`src/rtl/ken_sprite_addr_gen_if.sv`:
```
`default_nettype none
// ============================================================================
//  Module      : ken_sprite_addr_gen_if
//  Description : Signal bundle between the scan/position source and the Ken
//                sprite address generator.
//                master : drives frame_clk, DrawX/DrawY, PosX/PosY,
//                         facing_left, anim_start; receives results.
//                slave  : the address generator; receives the scan and
//                         sprite inputs, drives anim_busy, frame_idx,
//                         address and in_sprite.
//  Revision    : 1.0 - initial release
// ============================================================================
interface ken_sprite_addr_gen_if #(
    parameter int ADDR_W = 19,
    parameter int FIDX_W = 2
);
    logic              frame_clk;
    logic [9:0]        DrawX;
    logic [9:0]        DrawY;
    logic [9:0]        PosX;
    logic [9:0]        PosY;
    logic              facing_left;
    logic              anim_start;
    logic              anim_busy;
    logic [FIDX_W-1:0] frame_idx;
    logic [ADDR_W-1:0] address;
    logic              in_sprite;

    modport master (
        output frame_clk, DrawX, DrawY, PosX, PosY, facing_left, anim_start,
        input  anim_busy, frame_idx, address, in_sprite
    );

    modport slave (
        input  frame_clk, DrawX, DrawY, PosX, PosY, facing_left, anim_start,
        output anim_busy, frame_idx, address, in_sprite
    );
endinterface
`default_nettype wire

```
`src/rtl/ken_sprite_addr_gen.sv`:
```
`default_nettype none
// ============================================================================
//  Module      : ken_sprite_addr_gen
//  Description : Converts the VGA scan position and Ken's screen position
//                into a sprite-sheet ROM address, runs the one-shot move
//                animation that picks the sheet frame, applies horizontal
//                flip for facing direction, and produces an in-sprite flag
//                aligned with the colour mapper's registered outputs.
//  Ports       : Clk   - pixel clock
//                Reset - synchronous active-high reset
//                bus   - slave side of ken_sprite_addr_gen_if
//                        (frame_clk, DrawX/Y, PosX/Y, facing_left,
//                         anim_start in; anim_busy, frame_idx, address,
//                         in_sprite out)
//  Revision    : 1.0 - initial release
// ============================================================================
module ken_sprite_addr_gen #(
    parameter int SPR_W      = 96,
    parameter int SPR_H      = 112,
    parameter int NUM_FRAMES = 4,
    parameter int FRAME_HOLD = 6,
    parameter int ADDR_W     = 19
) (
    input  wire logic           Clk,
    input  wire logic           Reset,
    ken_sprite_addr_gen_if.slave bus
);

    localparam int c_SHEET_W = SPR_W * NUM_FRAMES;
    localparam int c_FIDX_W  = (NUM_FRAMES > 1) ? $clog2(NUM_FRAMES) : 1;
    localparam int c_HOLD_W  = (FRAME_HOLD > 1) ? $clog2(FRAME_HOLD) : 1;

    localparam logic [c_HOLD_W-1:0] c_HOLD_LAST  = c_HOLD_W'(FRAME_HOLD - 1);
    localparam logic [c_FIDX_W-1:0] c_FRAME_LAST = c_FIDX_W'(NUM_FRAMES - 1);

    typedef enum logic [0:0] {
        S_IDLE = 1'b0,
        S_PLAY = 1'b1
    } state_t;

    state_t              r_state;
    state_t              w_state_nxt;
    logic [c_HOLD_W-1:0] r_hold;
    logic [c_HOLD_W-1:0] w_hold_nxt;
    logic [c_FIDX_W-1:0] r_frame_idx;
    logic [c_FIDX_W-1:0] w_frame_idx_nxt;

    logic                r_fc_d;
    logic                w_fc_rise;
    logic                r_facing;

    logic [10:0]         w_dx;
    logic [10:0]         w_dy;
    logic [10:0]         w_px;
    logic [10:0]         w_py;
    logic [10:0]         w_x_end;
    logic [10:0]         w_y_end;
    logic [10:0]         w_col;
    logic [10:0]         w_row;
    logic [10:0]         w_col_eff;
    logic                w_inside;
    logic [ADDR_W-1:0]   w_addr_sum;

    logic [ADDR_W-1:0]   r_address;
    logic                r_inside_d1;
    logic                r_in_sprite;

    // ------------------------------------------------------------------
    // frame_clk edge detect and facing latch. Facing only changes on a
    // vsync edge so a mirror flip never lands mid-frame.
    // ------------------------------------------------------------------
    assign w_fc_rise = bus.frame_clk & ~r_fc_d;

    always_ff @(posedge Clk) begin
        if (Reset) begin
            r_fc_d   <= 1'b0;
            r_facing <= 1'b0;
        end else begin
            r_fc_d <= bus.frame_clk;
            if (w_fc_rise) begin
                r_facing <= bus.facing_left;
            end
        end
    end

    // ------------------------------------------------------------------
    // Animation sequencer: state register
    // ------------------------------------------------------------------
    always_ff @(posedge Clk) begin
        if (Reset) begin
            r_state     <= S_IDLE;
            r_hold      <= '0;
            r_frame_idx <= '0;
        end else begin
            r_state     <= w_state_nxt;
            r_hold      <= w_hold_nxt;
            r_frame_idx <= w_frame_idx_nxt;
        end
    end

    // ------------------------------------------------------------------
    // Animation sequencer: next state. Requests while playing are dropped,
    // including one coinciding with the final advance.
    // ------------------------------------------------------------------
    always_comb begin
        w_state_nxt     = r_state;
        w_hold_nxt      = r_hold;
        w_frame_idx_nxt = r_frame_idx;
        case (r_state)
            S_IDLE: begin
                w_hold_nxt      = '0;
                w_frame_idx_nxt = '0;
                if (bus.anim_start) begin
                    w_state_nxt = S_PLAY;
                end
            end
            S_PLAY: begin
                if (w_fc_rise) begin
                    if (r_hold == c_HOLD_LAST) begin
                        w_hold_nxt = '0;
                        if (r_frame_idx == c_FRAME_LAST) begin
                            w_state_nxt     = S_IDLE;
                            w_frame_idx_nxt = '0;
                        end else begin
                            w_frame_idx_nxt = r_frame_idx + 1'b1;
                        end
                    end else begin
                        w_hold_nxt = r_hold + 1'b1;
                    end
                end
            end
            default: begin
                w_state_nxt     = S_IDLE;
                w_hold_nxt      = '0;
                w_frame_idx_nxt = '0;
            end
        endcase
    end

    // ------------------------------------------------------------------
    // Box test and address. One extra bit keeps PosX+SPR_W from wrapping
    // near the right edge of the 10-bit coordinate space.
    // ------------------------------------------------------------------
    assign w_dx    = {1'b0, bus.DrawX};
    assign w_dy    = {1'b0, bus.DrawY};
    assign w_px    = {1'b0, bus.PosX};
    assign w_py    = {1'b0, bus.PosY};
    assign w_x_end = w_px + 11'(SPR_W);
    assign w_y_end = w_py + 11'(SPR_H);

    assign w_inside = (w_dx >= w_px) && (w_dx < w_x_end) &&
                      (w_dy >= w_py) && (w_dy < w_y_end);

    assign w_col     = w_dx - w_px;
    assign w_row     = w_dy - w_py;
    assign w_col_eff = r_facing ? (11'(SPR_W - 1) - w_col) : w_col;

    // Frames sit side by side, so one sheet row spans all frames.
    assign w_addr_sum = ADDR_W'(w_row) * ADDR_W'(c_SHEET_W)
                      + ADDR_W'(r_frame_idx) * ADDR_W'(SPR_W)
                      + ADDR_W'(w_col_eff);

    // ------------------------------------------------------------------
    // Output pipeline: address one cycle behind the scan position; the
    // in-sprite flag takes a second stage to match the mapper's register.
    // ------------------------------------------------------------------
    always_ff @(posedge Clk) begin
        if (Reset) begin
            r_address   <= '0;
            r_inside_d1 <= 1'b0;
            r_in_sprite <= 1'b0;
        end else begin
            r_address   <= w_inside ? w_addr_sum : '0;
            r_inside_d1 <= w_inside;
            r_in_sprite <= r_inside_d1;
        end
    end

    assign bus.address   = r_address;
    assign bus.in_sprite = r_in_sprite;
    assign bus.anim_busy = (r_state == S_PLAY);
    assign bus.frame_idx = r_frame_idx;

endmodule
`default_nettype wire

```
`src/flat_wrapper.sv`:
```
// flat-port wrapper written by rule: the top's interface ports become plain ports
module ken_sprite_addr_gen_flat 
#(
    parameter int SPR_W      = 96,
    parameter int SPR_H      = 112,
    parameter int NUM_FRAMES = 4,
    parameter int FRAME_HOLD = 6,
    parameter int ADDR_W     = 19
)
  (Clk, Reset, bus_frame_clk, bus_DrawX, bus_DrawY, bus_PosX, bus_PosY, bus_facing_left, bus_anim_start, bus_anim_busy, bus_frame_idx, bus_address, bus_in_sprite);
  ken_sprite_addr_gen_if #(.ADDR_W(ADDR_W), .FIDX_W(2)) bus_i ();
  input  wire logic Clk;
  input  wire logic Reset;
  input wire logic [$bits(bus_i.frame_clk)-1:0] bus_frame_clk;
  input wire logic [$bits(bus_i.DrawX)-1:0] bus_DrawX;
  input wire logic [$bits(bus_i.DrawY)-1:0] bus_DrawY;
  input wire logic [$bits(bus_i.PosX)-1:0] bus_PosX;
  input wire logic [$bits(bus_i.PosY)-1:0] bus_PosY;
  input wire logic [$bits(bus_i.facing_left)-1:0] bus_facing_left;
  input wire logic [$bits(bus_i.anim_start)-1:0] bus_anim_start;
  output wire logic [$bits(bus_i.anim_busy)-1:0] bus_anim_busy;
  output wire logic [$bits(bus_i.frame_idx)-1:0] bus_frame_idx;
  output wire logic [$bits(bus_i.address)-1:0] bus_address;
  output wire logic [$bits(bus_i.in_sprite)-1:0] bus_in_sprite;
  assign bus_i.frame_clk = bus_frame_clk;
  assign bus_i.DrawX = bus_DrawX;
  assign bus_i.DrawY = bus_DrawY;
  assign bus_i.PosX = bus_PosX;
  assign bus_i.PosY = bus_PosY;
  assign bus_i.facing_left = bus_facing_left;
  assign bus_i.anim_start = bus_anim_start;
  assign bus_anim_busy = bus_i.anim_busy;
  assign bus_frame_idx = bus_i.frame_idx;
  assign bus_address = bus_i.address;
  assign bus_in_sprite = bus_i.in_sprite;
  ken_sprite_addr_gen #(.SPR_W(SPR_W), .SPR_H(SPR_H), .NUM_FRAMES(NUM_FRAMES), .FRAME_HOLD(FRAME_HOLD), .ADDR_W(ADDR_W)) u_core (.Clk(Clk), .Reset(Reset), .bus(bus_i));
endmodule
```
`config.mk`:
```
export PLATFORM = sky130hd
export DESIGN_NAME = ken_sprite_addr_gen_flat
export DESIGN_NICKNAME = d
export VERILOG_FILES = /design/src/rtl/ken_sprite_addr_gen_if.sv /design/src/rtl/ken_sprite_addr_gen.sv /design/src/flat_wrapper.sv
export SDC_FILE = /design/constraint.sdc
export NUM_CORES = 1
export LEC_CHECK = 0
export BUFFER_PORTS_ARGS = -buffer_cell sky130_fd_sc_hd__buf_2
export CAP_MARGIN = 0
export CELL_PAD_IN_SITES_DETAIL_PLACEMENT = 1
export CELL_PAD_IN_SITES_GLOBAL_PLACEMENT = 1
export CORE_ASPECT_RATIO = 1.75
export CORE_MARGIN = 5
export CORE_UTILIZATION = 37
export CTS_BUF_LIST = sky130_fd_sc_hd__clkbuf_4 sky130_fd_sc_hd__clkbuf_8 sky130_fd_sc_hd__clkbuf_16
export DETAILED_ROUTE_END_ITERATION = 7
export PLACE_DENSITY_LB_ADDON = 0.1
export SETUP_SLACK_MARGIN = 0.15
export SYNTH_ARGS = -nofsm -noshare
export SYNTH_HDL_FRONTEND = slang
export SYNTH_SLANG_ARGS = --single-unit
export TNS_END_PERCENT = 5
```
`constraint.sdc`:
```
create_clock -name Clk -period 5.45 [get_ports Clk]
set_input_delay 1.635 -clock Clk [delete_from_list [all_inputs] [get_ports Clk]]
set_output_delay 1.635 -clock Clk [all_outputs]
set_load 0.02 [all_outputs]
```
==> results of run 1 <==
[worst max path at each step]
stage	endpoint	slack, ns	cells after the start
floorplan	u_core.bus.address[18]	0.17	18
global placement	u_core.bus.address[17]	-0.06	22
detailed placement	u_core.bus.address[17]	-0.13	22
CTS	u_core.bus.address[18]	0.15	21
global route	u_core.bus.address[12]	0.08	22
finish	u_core.bus.address[12]	0.24	22
[stage by stage]
stage	setup slack, ns	total power, mW	instance area (sq um)	util
final	0.237	1.43	4160	0.480
after global routing	0.0810	1.56	4160	0.480
after global placement	-0.0588	1.09	3880	0.448
after floorplan	0.174	0.894	3280	-
after detailed placement	-0.135	1.12	3880	0.448
after CTS	0.146	1.39	4030	0.465
[area by class of cell]
class | instances | area share
multi-input combinational | 326 | 0.633
clock buffer | 5 | 0.0301
timing repair buffer | 88 | 0.120
sequential | 29 | 0.139
clock inverter | 3 | 0.00421
tap | 117 | 0.0352
inverter | 42 | 0.0385
[cells in the final DEF, fill, tap and decap left out, drive strengths merged, types with 2 or more instances in the layout]
cell	n
nand2b	5
o31a	2
inv	42
o21bai	2
a21oi	30
clkbuf	5
a21boi	2
dfxtp	29
buf	88
a22oi	3
xor2	15
nor4	2
o31ai	2
nor3b	3
clkinv	2
nor2b	8
xnor2	32
nor2	48
nand3	5
a21o	14
o21ai	20
o22ai	4
nand2	18
a211oi	3
ha	57
nand4	3
o211ai	3
o21a	7
fa	6
nor3	9
and3	5
[registers in the layout (all words and copies together) (netlist names)]
signal                flops
u_core.bus.in_sprite      1
u_core.r_hold             3
u_core.r_fc_d             1
u_core.r_inside_d1        1
u_core.bus.anim_busy      1
u_core.bus.frame_idx      2
u_core.bus.address       19
u_core.r_facing           1
[where the power goes]
part	internal (mW)	switching (mW)
sequential	0.223	0.00566
combinational	0.444	0.498
clock	0.167	0.0929
total	0.833	0.597
[cell families (layout without fill, tap and decap cells)]
kind of cell / Yosys count / in the layout / share of synthesized area
AOI/OAI and AO/OA: 103 / 103 / 0.215
xor gates and xnor gates: 47 / 47 / 0.130
and+or+nand+nor: 113 / 113 / 0.170
DFF: 29 / 29 / 0.177
adders and majority gates: 63 / 63 / 0.254
buffers and inverters: 46 / 138 / 0.0535
[critical path: cells and delay by family]
kind                       cells  cell delay (ns)
adders and majority gates      5             1.61
buffers and inverters          6             0.50
xor gates and xnor gates       3             0.46
AOI/OAI and AO/OA              5             0.84
and+or+nand+nor                3             0.31
[synth_stat cells (2+ instances only)]
library cell | count | area, sq um
sky130_fd_sc_hd__xor2_1 | 15 | 131
sky130_fd_sc_hd__o31a_1 | 2 | 17.5
sky130_fd_sc_hd__o22ai_1 | 3 | 18.8
sky130_fd_sc_hd__a21boi_0 | 2 | 15.0
sky130_fd_sc_hd__nand4_1 | 3 | 18.8
sky130_fd_sc_hd__nor2b_1 | 8 | 50.1
sky130_fd_sc_hd__a22oi_1 | 2 | 15.0
sky130_fd_sc_hd__inv_1 | 42 | 158
sky130_fd_sc_hd__xnor2_2 | 2 | 32.5
sky130_fd_sc_hd__clkbuf_1 | 2 | 7.51
sky130_fd_sc_hd__and3_1 | 4 | 25.0
sky130_fd_sc_hd__xnor2_1 | 30 | 263
sky130_fd_sc_hd__a211oi_1 | 2 | 15.0
sky130_fd_sc_hd__a21oi_1 | 29 | 145
sky130_fd_sc_hd__nand3_1 | 4 | 20.0
sky130_fd_sc_hd__nor3_1 | 9 | 45.0
sky130_fd_sc_hd__o31ai_1 | 2 | 15.0
sky130_fd_sc_hd__nand2_1 | 18 | 67.6
sky130_fd_sc_hd__nand2b_1 | 5 | 31.3
sky130_fd_sc_hd__buf_2 | 2 | 10.0
sky130_fd_sc_hd__nor3b_1 | 3 | 22.5
sky130_fd_sc_hd__nor2_1 | 48 | 180
sky130_fd_sc_hd__a21o_1 | 14 | 105
sky130_fd_sc_hd__ha_1 | 57 | 713
sky130_fd_sc_hd__o21bai_1 | 2 | 15.0
sky130_fd_sc_hd__dfxtp_1 | 29 | 581
sky130_fd_sc_hd__o21ai_0 | 15 | 75.1
sky130_fd_sc_hd__o21ai_1 | 4 | 20.0
sky130_fd_sc_hd__fa_1 | 6 | 120
sky130_fd_sc_hd__nor4_1 | 2 | 12.5
sky130_fd_sc_hd__o21a_1 | 7 | 52.6
sky130_fd_sc_hd__o211ai_1 | 3 | 22.5
[what timing repair did]
| action | 4_1_cts | 5_1_grt |
|---|---|---|
| setup endpoints to repair | 2 | 8 |
| resized for setup | 1 | 25 |
| pin swaps | 0 | 25 |
| buffers inserted | 0 | 3 |
| gates cloned | 0 | 0 |
[routing by layer]
layer,track usage,vias up
li1,-,1582
met1,0.172,1461
met2,0.303,56
met3,0.0160,13
met4,0.0752,0
met5,0,-
==> metrics.txt, run 1 <==
Worst R2R End=u_core.bus.address[12]; number of cells traversed by the worst register-to-register path=12; dpl hpwl=around 7.4 mm; slowest CP cell=sky130_fd_sc_hd__fa_1; count of yosys warnings during synthesis=0; total number of nets in the final design=600; worst hold slack=~0.46 ns; routed length per placed instance=approximately 14 um; highest achievable clock rate=around 190 MHz; Post-Place Cells=~600; TritonCTS Sinks=29; antenna diode instance count=0; starting density of the core=0.378; maximum number of pins on one net before global-route repair=21; Mapped Nets=between 500 and 600; GRT overflow=0; number of cell rows=45; DRC Markers=0; number of synthesized register bits=29; required time worst endpoint=5.58 ns; area taken by multi-input logic gates=about 2600 sq um; largest stage delay on the critical path=around 0.52 ns; count of final hold-check violations=0; pwr/cell area=roughly 340 nW/um^2; outcome=finished clean; input/output buffers=67; number of antenna violations at the first check in global routing=0; count of final max-slew check failures=0; total routed wirelength=8.39 mm; number of detailed-routing iterations run before antenna repair=4; met3 routed wirelength=around 260 um; Tcrit/Tclk final=0.957; via count of the first global-routing pass=around 3200; async set or reset register ratio after synthesis=0; ratio of routed vias to standard cells=~5; area enclosed by the die boundary=between 10000 and 15000 sq um; type of origin of the critical path=input port; Die Height=roughly 130 um; worst ir drop on vdd=174 uV; worst flop-to-flop path startpoint=u_core.r_facing; IO Pins=approximately 70; worst rel slew slack=0.439; clock latency at the later pin of the worst-skew pair=~0.28 ns; Main synth FF type=sky130_fd_sc_hd__dfxtp_1; transition at the pin with the smallest max-transition slack=0.840 ns; startpoint of the most critical setup path=bus_DrawX[0]; Layout Area Growth over Synthesis=27.1%; kind of end point of the critical path=flip-flop; uppermost layer routed=met4; number of distinct library cells after synthesis=57; crit path cell chain=buf_6 > inv_4 > ha_4 > inv_2 > fa_2 > a21o_1 > a22oi_2 > nor2b_4 > xnor2_2 > ha_2 > nand2_2 > xor2_2 > fa_1 > inv_2 > fa_2 > a21o_1 > a21oi_2 > o21ai_2 > buf_4 > buf_4 > xnor2_1 > nor2_1; worst setup skew after layout=~0.006 ns; clock tree from TritonCTS=built; post-synthesis instance area=~3300 sq um; sequential cell area fraction in the yosys report=0.177; R2R Setup Slk=~2.5 ns; fraction of layout cells with a size suffix above 1=0.274; TritonCTS buffer count=5; root buf cell=sky130_fd_sc_hd__clkbuf_16; arrival time reported for the critical path endpoint=around 5.3 ns; GPL Wtd Cong=approximately 0.77; first-pass GRT wire length=14.0 mm; critical setup path kind=in -> reg; Post-Synthesis Cells=between 400 and 500; buffer levels on the longest clock path=2; Clock Pin Slew Worst Setup and Hold Paths=0.05 ns; number of hold-repair buffers added at the cts stage=0; die width=about 80 um; DRC violation total after the first TritonRoute iteration=54; RSZ-0062 raised after global routing=yes; Core ar.=slightly below 9000 sq um; total routed wire length on the met1 layer=roughly 3.3 mm; critical path fanouts, max=3; fillers=around 1100; DR vias=3112; hold path start=u_core.r_inside_d1; H-tree lvl count=2; cell count of the worst hold path=1; Hold EP=u_core.bus.in_sprite; post-detailed-route count of antenna-violating nets=0; number of max-cap violations=0; final critical-path required period=roughly 5.2 ns; Total Routing Usage GR=0.160; register area=just under 600 sq um; non-filler cells in the finished layout=610; static leakage=a little over 2 nW; final-report setup violation count=0; aggregate negative setup slack=0 ns; Hold Crit Class=reg -> reg; Mapped Avg Cell Area=slightly above 8 sq um; number of enable-type register cells in the synthesized netlist=0; WL met2=4.57 mm
Note: power is estimated with default switching activity, not from simulation.
==> run 2, diff against run 1 <==
- ABC_AREA: default -> 1
- CORE_MARGIN: 5 -> 10
- CORE_UTILIZATION: 37 -> 36
- clock period: 5.45 -> 4.4 ns (I/O delays scaled with it)
==> metrics.txt, run 2 <==
outcome=finished clean (unchanged); Post-Synthesis Cells=576 (was 401); DRC Markers=0 (unchanged); starting density of the core=0.368 (was 0.378); H-tree lvl count=2 (unchanged); Largest register FFs=19 (unchanged); GPL Wtd Cong=0.825 (was 0.769); count of final max-slew check failures=0 (unchanged); GRT overflow=0 (unchanged); ratio of routed vias to standard cells=4.77 (was 5.10); count leader, synth=sky130_fd_sc_hd__nand2_1 (was sky130_fd_sc_hd__ha_1); most common cell after layout, fill and taps aside=sky130_fd_sc_hd__nand2_1 (was sky130_fd_sc_hd__buf_2); Clock Pin Slew Worst Setup and Hold Paths=0.05 ns (about the same); routed length per placed instance=14.1 um (was 13.8 um); aggregate negative setup slack=0 ns (unchanged); critical setup path kind=in -> reg (unchanged); number of antenna violations at the first check in global routing=0 (unchanged); worst setup skew after layout=0.00679 ns (was 0.00618 ns); total routed wirelength=11.9 mm (was 8.39 mm); Mapped Nets=684 (was 509); worst rel slew slack=0.597 (was 0.439); arrival time reported for the critical path endpoint=4.49 ns (was 5.34 ns); pwr/cell area=427 nW/um^2 (was 344 nW/um^2); count of yosys warnings during synthesis=0 (unchanged); clock tree from TritonCTS=built (unchanged); number of buffers and inverters on the critical path=6 (unchanged); Main synth FF type=sky130_fd_sc_hd__dfxtp_1 (unchanged); Placed Area=4880 sq um (was 3880 sq um); maximum number of pins on one net before global-route repair=19 (was 21); number of cell rows=49 (was 45); transition at the pin with the smallest max-transition slack=0.604 ns (was 0.840 ns); largest stage delay on the critical path=0.53 ns (was 0.52 ns); Hold Crit Class=reg -> reg (unchanged); number of synthesized register bits=29 (unchanged); number of max-cap violations=0 (unchanged); number of distinct library cells after synthesis=35 (was 57); final critical-path required period=4.33 ns; TritonCTS Sinks=29 (unchanged); DR vias=4041 (was 3112); R2R Setup Slk=1.50 ns (was 2.49 ns); antenna diode instance count=0 (unchanged); Die Height=156 um (was 134 um); highest achievable clock rate=~230 MHz; sequential cell area fraction in the yosys report=0.153 (was 0.177); count of final hold-check violations=0 (unchanged); dpl hpwl=10.2 mm (was 7.35 mm); hold path start=u_core.r_inside_d1 (unchanged); Hold EP=u_core.bus.in_sprite (unchanged); number of enable-type register cells in the synthesized netlist=0 (unchanged); Synth top cells by count=149 x sky130_fd_sc_hd__nand2_1, 108 x sky130_fd_sc_hd__inv_1, 57 x sky130_fd_sc_hd__ha_1 (was 57 x sky130_fd_sc_hd__ha_1, 48 x sky130_fd_sc_hd__nor2_1, 42 x sky130_fd_sc_hd__inv_1); Post-Place Cells=831 (was 599); post-synth top area cell=sky130_fd_sc_hd__ha_1 (unchanged); post-detailed-route count of antenna-violating nets=0 (unchanged); kind of end point of the critical path=flip-flop (unchanged); Mapped Avg Cell Area=6.58 sq um (was 8.17 sq um); overall power=2.27 mW (was 1.43 mW); worst flop-to-flop path startpoint=u_core.r_facing (unchanged); Tcrit/Tclk final=0.984; IO Pins=68 (unchanged); required time worst endpoint=4.56 ns (was 5.58 ns); input/output buffers=67 (unchanged); post-synthesis instance area=3790 sq um (was 3280 sq um); type of origin of the critical path=input port (unchanged); area enclosed by the die boundary=15200 sq um (was 10900 sq um); most used cells in the layout excluding fill and tap cells=133 x sky130_fd_sc_hd__nand2_1, 98 x sky130_fd_sc_hd__inv_1, 72 x sky130_fd_sc_hd__buf_4, 66 x sky130_fd_sc_hd__buf_2, 51 x sky130_fd_sc_hd__nor2_1 (was 66 x sky130_fd_sc_hd__buf_2, 53 x sky130_fd_sc_hd__ha_1, 48 x sky130_fd_sc_hd__nor2_1, 38 x sky130_fd_sc_hd__inv_1, 29 x sky130_fd_sc_hd__dfxtp_1); buffer levels on the longest clock path=2 (unchanged); Layout Area Growth over Synthesis=40.2% (was 27.1%); Worst R2R End=u_core.bus.address[16] (was u_core.bus.address[12]); RSZ-0062 raised after global routing=yes (unchanged); clock latency at the later pin of the worst-skew pair=0.27 ns (was 0.28 ns); static leakage=2.91 nW (was 2.07 nW); die width=97.6 um (was 81.1 um); Total Routing Usage GR=0.155 (was 0.160); first-pass GRT wire length=20.1 mm (was 14.0 mm); number of hold-repair buffers added at the cts stage=0 (unchanged); cell types with the largest area share after synthesis=sky130_fd_sc_hd__ha_1 19%, sky130_fd_sc_hd__dfxtp_1 15%, sky130_fd_sc_hd__nand2_1 15% (was sky130_fd_sc_hd__ha_1 22%, sky130_fd_sc_hd__dfxtp_1 18%, sky130_fd_sc_hd__xnor2_1 8.0%); top cell type's share of synthesized area=0.188 (was 0.218); fraction of layout cells with a size suffix above 1=0.335 (was 0.274); number of detailed-routing iterations run before antenna repair=4 (unchanged); critical path fanouts, max=3 (unchanged); root buf cell=sky130_fd_sc_hd__clkbuf_16 (unchanged); worst hold slack=0.422 ns (was 0.463 ns); non-filler cells in the finished layout=847 (was 610); final-report setup violation count=0 (unchanged); async set or reset register ratio after synthesis=0 (unchanged); final instance area=5310 sq um (was 4160 sq um); slowest CP cell=sky130_fd_sc_hd__fa_1 (unchanged); worst ir drop on vdd=250 uV (was 174 uV); Core ar.=10300 sq um (was 8670 sq um); DRC violation total after the first TritonRoute iteration=59 (was 54); cell family with most CP delay=adder cells (unchanged); via count of the first global-routing pass=4545 (was 3248); crit path cell chain=buf_6 > inv_4 > ha_4 > inv_4 > fa_2 > nand3_2 > nand4_1 > nand2_2 > ha_4 > nand2_2 > xnor2_2 > fa_1 > inv_2 > fa_2 > inv_1 > nor3_2 > nor2_1 > nor2_2 > nand3_2 > nor2_4 > nand2_1 > nand2_1 > inv_1 > nor2_4 (was buf_6 > inv_4 > ha_4 > inv_2 > fa_2 > a21o_1 > a22oi_2 > nor2b_4 > xnor2_2 > ha_2 > nand2_2 > xor2_2 > fa_1 > inv_2 > fa_2 > a21o_1 > a21oi_2 > o21ai_2 > buf_4 > buf_4 > xnor2_1 > nor2_1); number of cells traversed by the worst register-to-register path=16 (was 12); cell count of the worst hold path=2 (was 1); TritonCTS buffer count=5 (unchanged); total number of nets in the final design=827 (was 600)
## run 2: metal layers
| metal | track usage | share of wire |
|---|---|---|
| met5 | 0 | 0 |
| met4 | 0.0334 | 0.018 |
| met3 | 0.0173 | 0.018 |
| met2 | 0.353 | 0.62 |
| met1 | 0.132 | 0.34 |
## run 2: worst max-delay path by stage
stage                            start                     end  slack, ns  cells past startpoint
final                     bus_DrawX[0]  u_core.bus.address[16]       0.07                     24
after CTS                 bus_DrawX[0]  u_core.bus.address[17]       0.04                     29
after global placement    bus_DrawX[0]  u_core.bus.address[17]      -0.20                     29
after detailed placement  bus_DrawX[0]  u_core.bus.address[17]      -0.34                     27
after floorplan           bus_DrawX[0]  u_core.bus.address[18]       0.10                     27
after global routing      bus_DrawX[0]  u_core.bus.address[18]      -0.19                     27
## run 2: timing repair
action / 4_1_cts / 5_1_grt
resized for setup: 24 / 22
pin swaps: 25 / 22
setup buffers: 5 / 3
endpoints found under the setup margin: 5 / 10
## run 2: worst min-delay path, cell delays in order, from the launching register on
cell                      delay [ns]
sky130_fd_sc_hd__dfxtp_1        0.30
sky130_fd_sc_hd__inv_1          0.05
sky130_fd_sc_hd__nor2_1         0.03
## run 2: logic make-up after synthesis
logic type                 synth area share
buffers and inverters                 0.120
adders and majority gates             0.220
DFF                                   0.153
and+or+nand+nor                       0.349
xor gates and xnor gates             0.0852
AOI/OAI and AO/OA                    0.0726
## run 2: final cells by class
| type | instances | area (sq um) |
|---|---|---|
| clock buffer | 5 | 125 |
| clock inverter | 3 | 46.3 |
| fill | 1366 | 4990 |
| inverter | 112 | 425 |
| multi-input combinational | 432 | 3090 |
| sequential | 29 | 581 |
| tap | 127 | 159 |
| timing repair buffer | 139 | 882 |
## run 2: power by group
part | internal, mW | switching (mW) | leakage, nW
logic | 0.713 | 0.884 | 2.60
clock network | 0.267 | 0.119 | 0.0800
registers | 0.277 | 0.00965 | 0.235
## run 2: stage by stage
stage | util | worst slack (ns)
6_report | 0.516 | 0.0696
5_1_grt | 0.516 | -0.188
4_1_cts | 0.504 | 0.0396
3_5_place_dp | 0.474 | -0.340
3_3_place_gp | 0.474 | -0.195
2_1_floorplan | - | 0.101
